### src/rtl/extra_hdr_noc_narrow_to_wide_pkg.sv
// Shared definitions for the control-to-data NoC converter: FSM states,
// routing header field positions and width helpers.
package beehive_ctrl_noc_msg;

    // msg_len lives in the first base-header flit, metadata_flits in the second
    localparam int MSG_LEN_W      = 22;
    localparam int MSG_LEN_LSB    = 8;
    localparam int META_FLITS_W   = 8;
    localparam int META_FLITS_LSB = 22;
    localparam int REM_W          = $clog2((1 << MSG_LEN_W) - 1) + 1;

    typedef enum logic [2:0] {
        IDLE,
        HDR_2,
        EXTRA,
        HDR_OUT,
        FILL,
        DATA_OUT
    } ctd_state_e;

    function automatic int calc_ratio(input int wide_w, input int narrow_w);
        return wide_w / narrow_w;
    endfunction

    function automatic int calc_extra_flits(input int extra_w, input int narrow_w);
        return (extra_w + narrow_w - 1) / narrow_w;
    endfunction

endpackage

### src/rtl/extra_hdr_noc_narrow_to_wide_if.sv
// Narrow control-NoC input channel and wide data-NoC output channel.
interface extra_hdr_noc_narrow_to_wide_if #(
    parameter int NARROW_W = 64,
    parameter int WIDE_W   = 512
);
    logic                src_noc_ctd_val;
    logic [NARROW_W-1:0] src_noc_ctd_data;
    logic                noc_ctd_src_rdy;
    logic                noc_ctd_dst_val;
    logic [WIDE_W-1:0]   noc_ctd_dst_data;
    logic                dst_noc_ctd_rdy;

    modport master (
        output src_noc_ctd_val, src_noc_ctd_data, dst_noc_ctd_rdy,
        input  noc_ctd_src_rdy, noc_ctd_dst_val, noc_ctd_dst_data
    );

    modport slave (
        input  src_noc_ctd_val, src_noc_ctd_data, dst_noc_ctd_rdy,
        output noc_ctd_src_rdy, noc_ctd_dst_val, noc_ctd_dst_data
    );
endinterface

### src/rtl/extra_hdr_noc_narrow_to_wide_packer.sv
// Packs narrow flits MSB-first into one wide flit; unwritten slots stay zero
// after a clear.
module narrow_to_wide_packer
    import beehive_ctrl_noc_msg::*;
#(
    parameter int NARROW_W = 64,
    parameter int WIDE_W   = 512
) (
    input  logic                clk,
    input  logic                rst,
    input  logic                clear_i,
    input  logic                wr_en_i,
    input  logic [NARROW_W-1:0] wr_data_i,
    output logic [WIDE_W-1:0]   wide_o,
    output logic                full_o
);
    localparam int RATIO = calc_ratio(WIDE_W, NARROW_W);
    localparam int IDX_W = $clog2(RATIO + 1);

    logic [WIDE_W-1:0] wide_q, wide_d;
    logic [IDX_W-1:0]  idx_q, idx_d;

    always_comb begin
        wide_d = wide_q;
        idx_d  = idx_q;
        if (clear_i) begin
            wide_d = '0;
            idx_d  = '0;
        end else if (wr_en_i) begin
            for (int k = 0; k < RATIO; k++) begin
                if (idx_q == IDX_W'(k)) wide_d[WIDE_W-1-k*NARROW_W -: NARROW_W] = wr_data_i;
            end
            idx_d = idx_q + IDX_W'(1);
        end
    end

    always_ff @(posedge clk) begin
        if (rst) idx_q <= '0;
        else     idx_q <= idx_d;
    end

    always_ff @(posedge clk) begin
        wide_q <= wide_d;
    end

    // Asserted with the write that completes the wide flit.
    assign full_o = wr_en_i && (idx_q == IDX_W'(RATIO - 1));
    assign wide_o = wide_q;

endmodule

### src/rtl/extra_hdr_noc_narrow_to_wide.sv
// Control-NoC to data-NoC converter: base + extra header into one wide flit,
// then narrow payload packed into wide flits. Optional EXTRA_HDR_CTD_STATS_EN.
module extra_hdr_noc_narrow_to_wide
    import beehive_ctrl_noc_msg::*;
#(
    parameter int NARROW_W = 64,
    parameter int WIDE_W   = 512,
    parameter int EXTRA_W  = 96
) (
    input  logic clk,
    input  logic rst,
    extra_hdr_noc_narrow_to_wide_if.slave ctd
`ifdef EXTRA_HDR_CTD_STATS_EN
    ,
    output logic [31:0] stat_msg_cnt,
    output logic [31:0] stat_wide_flit_cnt
`endif
);
    localparam int RATIO       = calc_ratio(WIDE_W, NARROW_W);
    localparam int EXTRA_FLITS = calc_extra_flits(EXTRA_W, NARROW_W);
    localparam int BASE_FLIT_W = 2 * NARROW_W;
    localparam int LAST_W      = EXTRA_W - (EXTRA_FLITS - 1) * NARROW_W;
    localparam int EIDX_W      = (EXTRA_FLITS > 1) ? $clog2(EXTRA_FLITS) : 1;

    ctd_state_e state_q, state_d;

    logic [NARROW_W-1:0] hdr1_q, hdr1_d, hdr2_q, hdr2_d;
    logic [EXTRA_W-1:0]  extra_q, extra_d;
    logic [EIDX_W-1:0]   eidx_q, eidx_d;
    logic [REM_W-1:0]    rem_q, rem_d;

    logic src_rdy, dst_val, src_acc, dst_acc;
    logic pk_clear, pk_wr, pk_full;
    logic [WIDE_W-1:0] pk_wide, hdr_flit;

    function automatic logic [MSG_LEN_W-1:0] ceil_div_ratio(input logic [REM_W-1:0] n);
        return MSG_LEN_W'((n + REM_W'(RATIO - 1)) / REM_W'(RATIO));
    endfunction

    function automatic logic [WIDE_W-1:0] build_hdr(
        input logic [NARROW_W-1:0] h1,
        input logic [NARROW_W-1:0] h2,
        input logic [EXTRA_W-1:0]  ex,
        input logic [REM_W-1:0]    n
    );
        logic [WIDE_W-1:0] f;
        f = '0;
        f[WIDE_W-1 -: BASE_FLIT_W]                         = {h1, h2};
        f[WIDE_W-BASE_FLIT_W-1 -: EXTRA_W]                 = ex;
        f[WIDE_W-NARROW_W+MSG_LEN_LSB +: MSG_LEN_W]        = ceil_div_ratio(n);
        f[WIDE_W-2*NARROW_W+META_FLITS_LSB +: META_FLITS_W] = '0;
        return f;
    endfunction

    assign src_acc = ctd.src_noc_ctd_val && src_rdy;
    assign dst_acc = dst_val && ctd.dst_noc_ctd_rdy;

    always_ff @(posedge clk) begin
        if (rst) state_q <= IDLE;
        else     state_q <= state_d;
    end

    always_comb begin
        state_d = state_q;
        unique case (state_q)
            IDLE:     if (src_acc) state_d = HDR_2;
            HDR_2:    if (src_acc) state_d = EXTRA;
            EXTRA:    if (src_acc && eidx_q == EIDX_W'(EXTRA_FLITS - 1)) state_d = HDR_OUT;
            HDR_OUT:  if (dst_acc) state_d = (rem_q == '0) ? IDLE : FILL;
            FILL:     if (src_acc && (pk_full || rem_q == REM_W'(1))) state_d = DATA_OUT;
            DATA_OUT: if (dst_acc) state_d = (rem_q == '0) ? IDLE : FILL;
            default:  state_d = IDLE;
        endcase
    end

    always_comb begin
        src_rdy = 1'b0;
        dst_val = 1'b0;
        unique case (state_q)
            IDLE, HDR_2, EXTRA, FILL: src_rdy = 1'b1;
            HDR_OUT, DATA_OUT:        dst_val = 1'b1;
            default: ;
        endcase
    end

    // Header capture and payload countdown; the first extra flit lands in the MSBs
    always_comb begin
        hdr1_d  = hdr1_q;
        hdr2_d  = hdr2_q;
        extra_d = extra_q;
        eidx_d  = eidx_q;
        rem_d   = rem_q;
        if (src_acc) begin
            unique case (state_q)
                IDLE: begin
                    hdr1_d = ctd.src_noc_ctd_data;
                    rem_d  = REM_W'(ctd.src_noc_ctd_data[MSG_LEN_LSB +: MSG_LEN_W]);
                end
                HDR_2: begin
                    hdr2_d = ctd.src_noc_ctd_data;
                    eidx_d = '0;
                end
                EXTRA: begin
                    for (int k = 0; k < EXTRA_FLITS - 1; k++) begin
                        if (eidx_q == EIDX_W'(k))
                            extra_d[EXTRA_W-1-k*NARROW_W -: NARROW_W] = ctd.src_noc_ctd_data;
                    end
                    if (eidx_q == EIDX_W'(EXTRA_FLITS - 1))
                        extra_d[LAST_W-1:0] = ctd.src_noc_ctd_data[NARROW_W-1 -: LAST_W];
                    eidx_d = eidx_q + EIDX_W'(1);
                end
                FILL:    rem_d = rem_q - REM_W'(1);
                default: ;
            endcase
        end
    end

    always_ff @(posedge clk) begin
        if (rst) begin
            eidx_q <= '0;
            rem_q  <= '0;
        end else begin
            eidx_q <= eidx_d;
            rem_q  <= rem_d;
        end
    end

    always_ff @(posedge clk) begin
        hdr1_q  <= hdr1_d;
        hdr2_q  <= hdr2_d;
        extra_q <= extra_d;
    end

    assign pk_clear = dst_acc && (rem_q != '0);
    assign pk_wr    = (state_q == FILL) && src_acc;

    narrow_to_wide_packer #(
        .NARROW_W (NARROW_W),
        .WIDE_W   (WIDE_W)
    ) u_packer (
        .clk       (clk),
        .rst       (rst),
        .clear_i   (pk_clear),
        .wr_en_i   (pk_wr),
        .wr_data_i (ctd.src_noc_ctd_data),
        .wide_o    (pk_wide),
        .full_o    (pk_full)
    );

    // rem_q still holds the narrow payload count N while in HDR_OUT
    assign hdr_flit = build_hdr(hdr1_q, hdr2_q, extra_q, rem_q);

    assign ctd.noc_ctd_src_rdy  = src_rdy;
    assign ctd.noc_ctd_dst_val  = dst_val;
    assign ctd.noc_ctd_dst_data = (state_q == HDR_OUT) ? hdr_flit : pk_wide;

`ifdef EXTRA_HDR_CTD_STATS_EN
    logic [31:0] stat_msg_cnt_q, stat_wide_flit_cnt_q;

    always_ff @(posedge clk) begin
        if (rst) begin
            stat_msg_cnt_q       <= '0;
            stat_wide_flit_cnt_q <= '0;
        end else begin
            if (dst_acc && state_q == HDR_OUT) stat_msg_cnt_q <= stat_msg_cnt_q + 32'd1;
            if (dst_acc) stat_wide_flit_cnt_q <= stat_wide_flit_cnt_q + 32'd1;
        end
    end

    assign stat_msg_cnt       = stat_msg_cnt_q;
    assign stat_wide_flit_cnt = stat_wide_flit_cnt_q;
`endif

endmodule

### src/flat_wrapper.sv
// flat-port wrapper written by rule: the top's interface ports become plain ports
module extra_hdr_noc_narrow_to_wide_flat import beehive_ctrl_noc_msg::*;
#(
    parameter int NARROW_W = 64,
    parameter int WIDE_W   = 512,
    parameter int EXTRA_W  = 96
)
  (clk, rst, ctd_src_noc_ctd_val, ctd_src_noc_ctd_data, ctd_dst_noc_ctd_rdy, ctd_noc_ctd_src_rdy, ctd_noc_ctd_dst_val, ctd_noc_ctd_dst_data);
  extra_hdr_noc_narrow_to_wide_if #(.NARROW_W(NARROW_W), .WIDE_W(WIDE_W)) ctd_i ();
  input  logic clk;
  input  logic rst;
  input wire logic [$bits(ctd_i.src_noc_ctd_val)-1:0] ctd_src_noc_ctd_val;
  input wire logic [$bits(ctd_i.src_noc_ctd_data)-1:0] ctd_src_noc_ctd_data;
  input wire logic [$bits(ctd_i.dst_noc_ctd_rdy)-1:0] ctd_dst_noc_ctd_rdy;
  output wire logic [$bits(ctd_i.noc_ctd_src_rdy)-1:0] ctd_noc_ctd_src_rdy;
  output wire logic [$bits(ctd_i.noc_ctd_dst_val)-1:0] ctd_noc_ctd_dst_val;
  output wire logic [$bits(ctd_i.noc_ctd_dst_data)-1:0] ctd_noc_ctd_dst_data;
  assign ctd_i.src_noc_ctd_val = ctd_src_noc_ctd_val;
  assign ctd_i.src_noc_ctd_data = ctd_src_noc_ctd_data;
  assign ctd_i.dst_noc_ctd_rdy = ctd_dst_noc_ctd_rdy;
  assign ctd_noc_ctd_src_rdy = ctd_i.noc_ctd_src_rdy;
  assign ctd_noc_ctd_dst_val = ctd_i.noc_ctd_dst_val;
  assign ctd_noc_ctd_dst_data = ctd_i.noc_ctd_dst_data;
  extra_hdr_noc_narrow_to_wide #(.NARROW_W(NARROW_W), .WIDE_W(WIDE_W), .EXTRA_W(EXTRA_W)) u_core (.clk(clk), .rst(rst), .ctd(ctd_i));
endmodule
### config.mk
export PLATFORM = sky130hd
export DESIGN_NAME = extra_hdr_noc_narrow_to_wide_flat
export DESIGN_NICKNAME = d
export VERILOG_FILES = /design/src/rtl/extra_hdr_noc_narrow_to_wide_pkg.sv /design/src/rtl/extra_hdr_noc_narrow_to_wide_if.sv /design/src/rtl/extra_hdr_noc_narrow_to_wide_packer.sv /design/src/rtl/extra_hdr_noc_narrow_to_wide.sv /design/src/flat_wrapper.sv
export SDC_FILE = /design/constraint.sdc
export NUM_CORES = 2
export LEC_CHECK = 0
export ABC_AREA = 0
export CORE_MARGIN = 2
export CORE_UTILIZATION = 60
export CTS_BUF_LIST = sky130_fd_sc_hd__clkbuf_8
export DETAILED_ROUTE_END_ITERATION = 12
export DONT_BUFFER_PORTS = 1
export GPL_TIMING_DRIVEN = 0
export PLACE_DENSITY = 0.76
export SYNTH_ARGS = -nofsm -noshare
export SYNTH_HDL_FRONTEND = slang
export SYNTH_SLANG_ARGS = --single-unit
### constraint.sdc
create_clock -name clk -period 13.32 [get_ports clk]
set_input_delay 0.666 -clock clk [delete_from_list [all_inputs] [get_ports clk]]
set_output_delay 0.666 -clock clk [all_outputs]
set_load 0.05 [all_outputs]
==> flow_metrics.tcl <==
set metrics [dict create \
    cts_resized 0 \
    cp-start-kind "register" \
    gp_congestion 0.953 \
    avgSynthCellArea_sq_um 9.26 \
    seq_area_frac_synth_pct 52.7 \
    cts-htree-levels 3 \
    cts_buffers 115 \
    grt.total_usage_pct 42.4 \
    critPathBufInv 4 \
    clock.fmax_ghz 0.183 \
    p_switching_mw 1.50 \
    clock_path_buffers 3 \
    synthTopCellsByArea "dfxtp_1, edfxtp_1, nand2_1, a21oi_2, mux2_2" \
    cp_top_family "buffers and inverters" \
    syn_area_sq_mm 0.0317 \
    final_antenna_net_count 0 \
    skew_ns 0.0283 \
    cts_tree "yes" \
    maxSlewHeadroom_pct 6.87 \
    layout.nets 3685 \
    vias 27000 \
    cts_setup_buffers 0 \
    die_h_microns 234 \
    crit_path_end_kind "output pin" \
    yosysTopAreaCell "dfxtp_1" \
    critPathKind "register to output pin" \
    cp.arrival_ns 4.80 \
    p_per_area_mw_per_mm2 141 \
    cts_hold_buf 54 \
    die_w_microns 234 \
    clockPowerShare_pct 37.7 \
    max_stage_delay_ns 1.08 \
    tightest_slew_ns 1.39 \
    num_io_pins 582 \
    grt_max_degree 29 \
    vias_per_cell 6.13 \
    cpMostUsedCell "clkbuf_1" \
    post-route-min-period_ns 5.46 \
    grt_pass1_vias 26000 \
    syn_to_final_growth_pct 12.3 \
    portBuffers 0 \
    multi_input_area_sq_mm 0.0134 \
    finalHoldViolCount 0 \
    p_seq_share_pct 48.8 \
    globalRouteOverflowTotal 0 \
    sw_frac_of_total_pct 29.9 \
    syn_nets 3497 \
    intPower_mw 3.51 \
    synth_warnings 0 \
    fin_tns_setup_ns 0 \
    fill_cells 4159 \
    antenna_found_initial 6 \
    slowest_stage "clkbuf_1" \
    maxCapViolations 0 \
    postRouteWirelength_microns 120000 \
    clock-root-buffer "clkbuf_8" \
    async_flop_share_pct 0 \
    comb_power_share_pct 13.4 \
    post-route-cell-area_sq_mm 0.0356 \
    firstDrtPassIters 6 \
    holdCritPathClass "input pin to register" \
    rows 84 \
    synth_top_flop_cell "dfxtp_1" \
    regArea_sq_mm 0.0167 \
    total_power_mw 5.01 \
    setup_viol 0 \
    ys_types 61 \
    dp_hpwl_microns 84600 \
    vdd_ir_drop_max_mv 0.137 \
    synth_edf_count 194 \
    syn_inst 3423 \
    start_util_pct 60.4 \
    cp_max_fo 10 \
    p_leak_nw 13.0 \
    cts_sinks 737 \
    status "finished, final reports clean" \
    design.die.area_sq_mm 0.0547 \
    place_area_sq_mm 0.0327 \
    synth.top_cell.area_share_pct 34.3 \
    drt-initial-drc-count 3058 \
    slew_viol_final 0 \
    avgRoutedWirePerCell_microns 27.3 \
    grt_pass1_wl_microns 169000 \
    period_share_pct 41.0 \
    required_ns 12.65 \
    drc_errors 0 \
    layout-drive-gt1-share_pct 20.8 \
    worstPathCellList "clkbuf_1, or2_2, clkbuf_1, clkbuf_1, clkbuf_1, nand2_1, o21ai_1" \
    rsz0062_at_grt "no" \
    core_region_area_sq_mm 0.0524 \
    ys_ff_latch 737 \
    clk_latency_ns 0.74 \
    clkTransAtPathRegs_ns 0.06 \
]
==> path summary, 6_finish.rpt <==
check                              end  slack, ns                 startpoint  cells past startpoint
max          ctd_noc_ctd_dst_data[459]       7.86          u_core.state_q[2]                      7
max reg2reg  u_core.u_packer.wide_o[4]       9.54          u_core.state_q[2]                      8
min                  u_core.hdr1_q[48]       0.02   ctd_src_noc_ctd_data[48]                      0
min reg2reg  u_core.u_packer.wide_o[8]       0.45  u_core.u_packer.wide_o[8]                      2
==> cells by family after synthesis <==
family / Yosys count / synth area share (%)
muxes: 197 / 6.99
buffers and inverters: 330 / 5.13
DFF: 737 / 52.7
AOI/OAI and AO/OA: 598 / 12.8
and+or+nand+nor: 1531 / 21.5
adders and majority gates: 6 / 0.237
xor gates and xnor gates: 24 / 0.663
==> layer usage <==
layer  track usage [%]  up-vias  share of wire, %
met5                 0        -             0.019
met4              22.3        4               6.0
met3              14.3      395                13
met2              67.2     1851                45
met1              51.4    13000                36
li1                  -    11700                 -
==> power by group through the flow <==
stage	clock network (mW)	logic [mW]	registers, mW
2_1_floorplan	0	0.495	2.48
3_3_place_gp	0	0.615	2.50
3_5_place_dp	0	0.637	2.49
4_1_cts	1.88	0.657	2.44
5_1_grt	1.98	0.695	2.45
6_report	1.89	0.672	2.45
==> cells in the final DEF, fill, tap and decap left out, types with 8 or more instances in the layout <==
cell           count
nand2_1         1079
dfxtp_1          543
and2_1           304
a21oi_1          274
a21oi_2          257
mux2_2           195
edfxtp_1         194
clkbuf_1         179
clkbuf_8         136
buf_2             95
inv_1             62
dlygate4sd3_1     58
nor2_1            36
buf_6             33
nor3_1            31
o21ai_1           19
clkinv_2          16
buf_4             15
nand4_1           12
xnor2_1           12
xor2_1            12
o21ai_0           12
nand3_1           11
nor4_1             9
and4_1             8
and3_1             8
buf_1              8
a211oi_1           8
==> synthesized netlist by cell type (all sizes together) (3+ instances only) <==
cell type,count
nand2,1079
nor3,32
inv,9
and3,9
or2,4
nand3b,3
nand2b,5
or3,4
o22ai,4
and2,305
nor2b,3
and4,8
buf,142
mux2,195
dfxtp,543
nor2,38
xnor2,12
o21ai,31
a211oi,8
nand4,12
nand3,11
clkbuf,179
a21oi,531
edfxtp,194
nor4,12
xor2,12
ha,6
==> area by class of cell <==
class,instances,area share (%)
clock inverters,80,1.11
plain buffers,321,4.48
multi-input cells,2356,37.7
well taps,688,2.42
diodes,3,0.0211
repair buffers,71,2.05
clock buffers,136,5.26
inverters,9,0.0949
flip-flops and latches,737,46.9
==> per-stage QoR <==
step           instances  setup WS (ns)  hold WS, ns  util (%)
3_3_place_gp        4111          0.711        0.438      62.1
4_1_cts             4394           8.02    0.0000304      67.8
6_report            4401           7.86       0.0196      67.9
3_5_place_dp        4124           8.84        0.442      62.4
2_1_floorplan       3423           6.11        0.429         -
5_1_grt             4399           7.78     0.000249      67.9
==> state kept, by name, summed over array words and instances, names as in the netlist <==
register,flops
u_core.eidx_q,1
u_core.extra_q,96
u_core.hdr1_q,42
u_core.hdr2_q,56
u_core.rem_q,23
u_core.state_q,3
u_core.u_packer.idx_q,4
u_core.u_packer.wide_o,512
No activity file was read; power rests on OpenSTA's default activity.
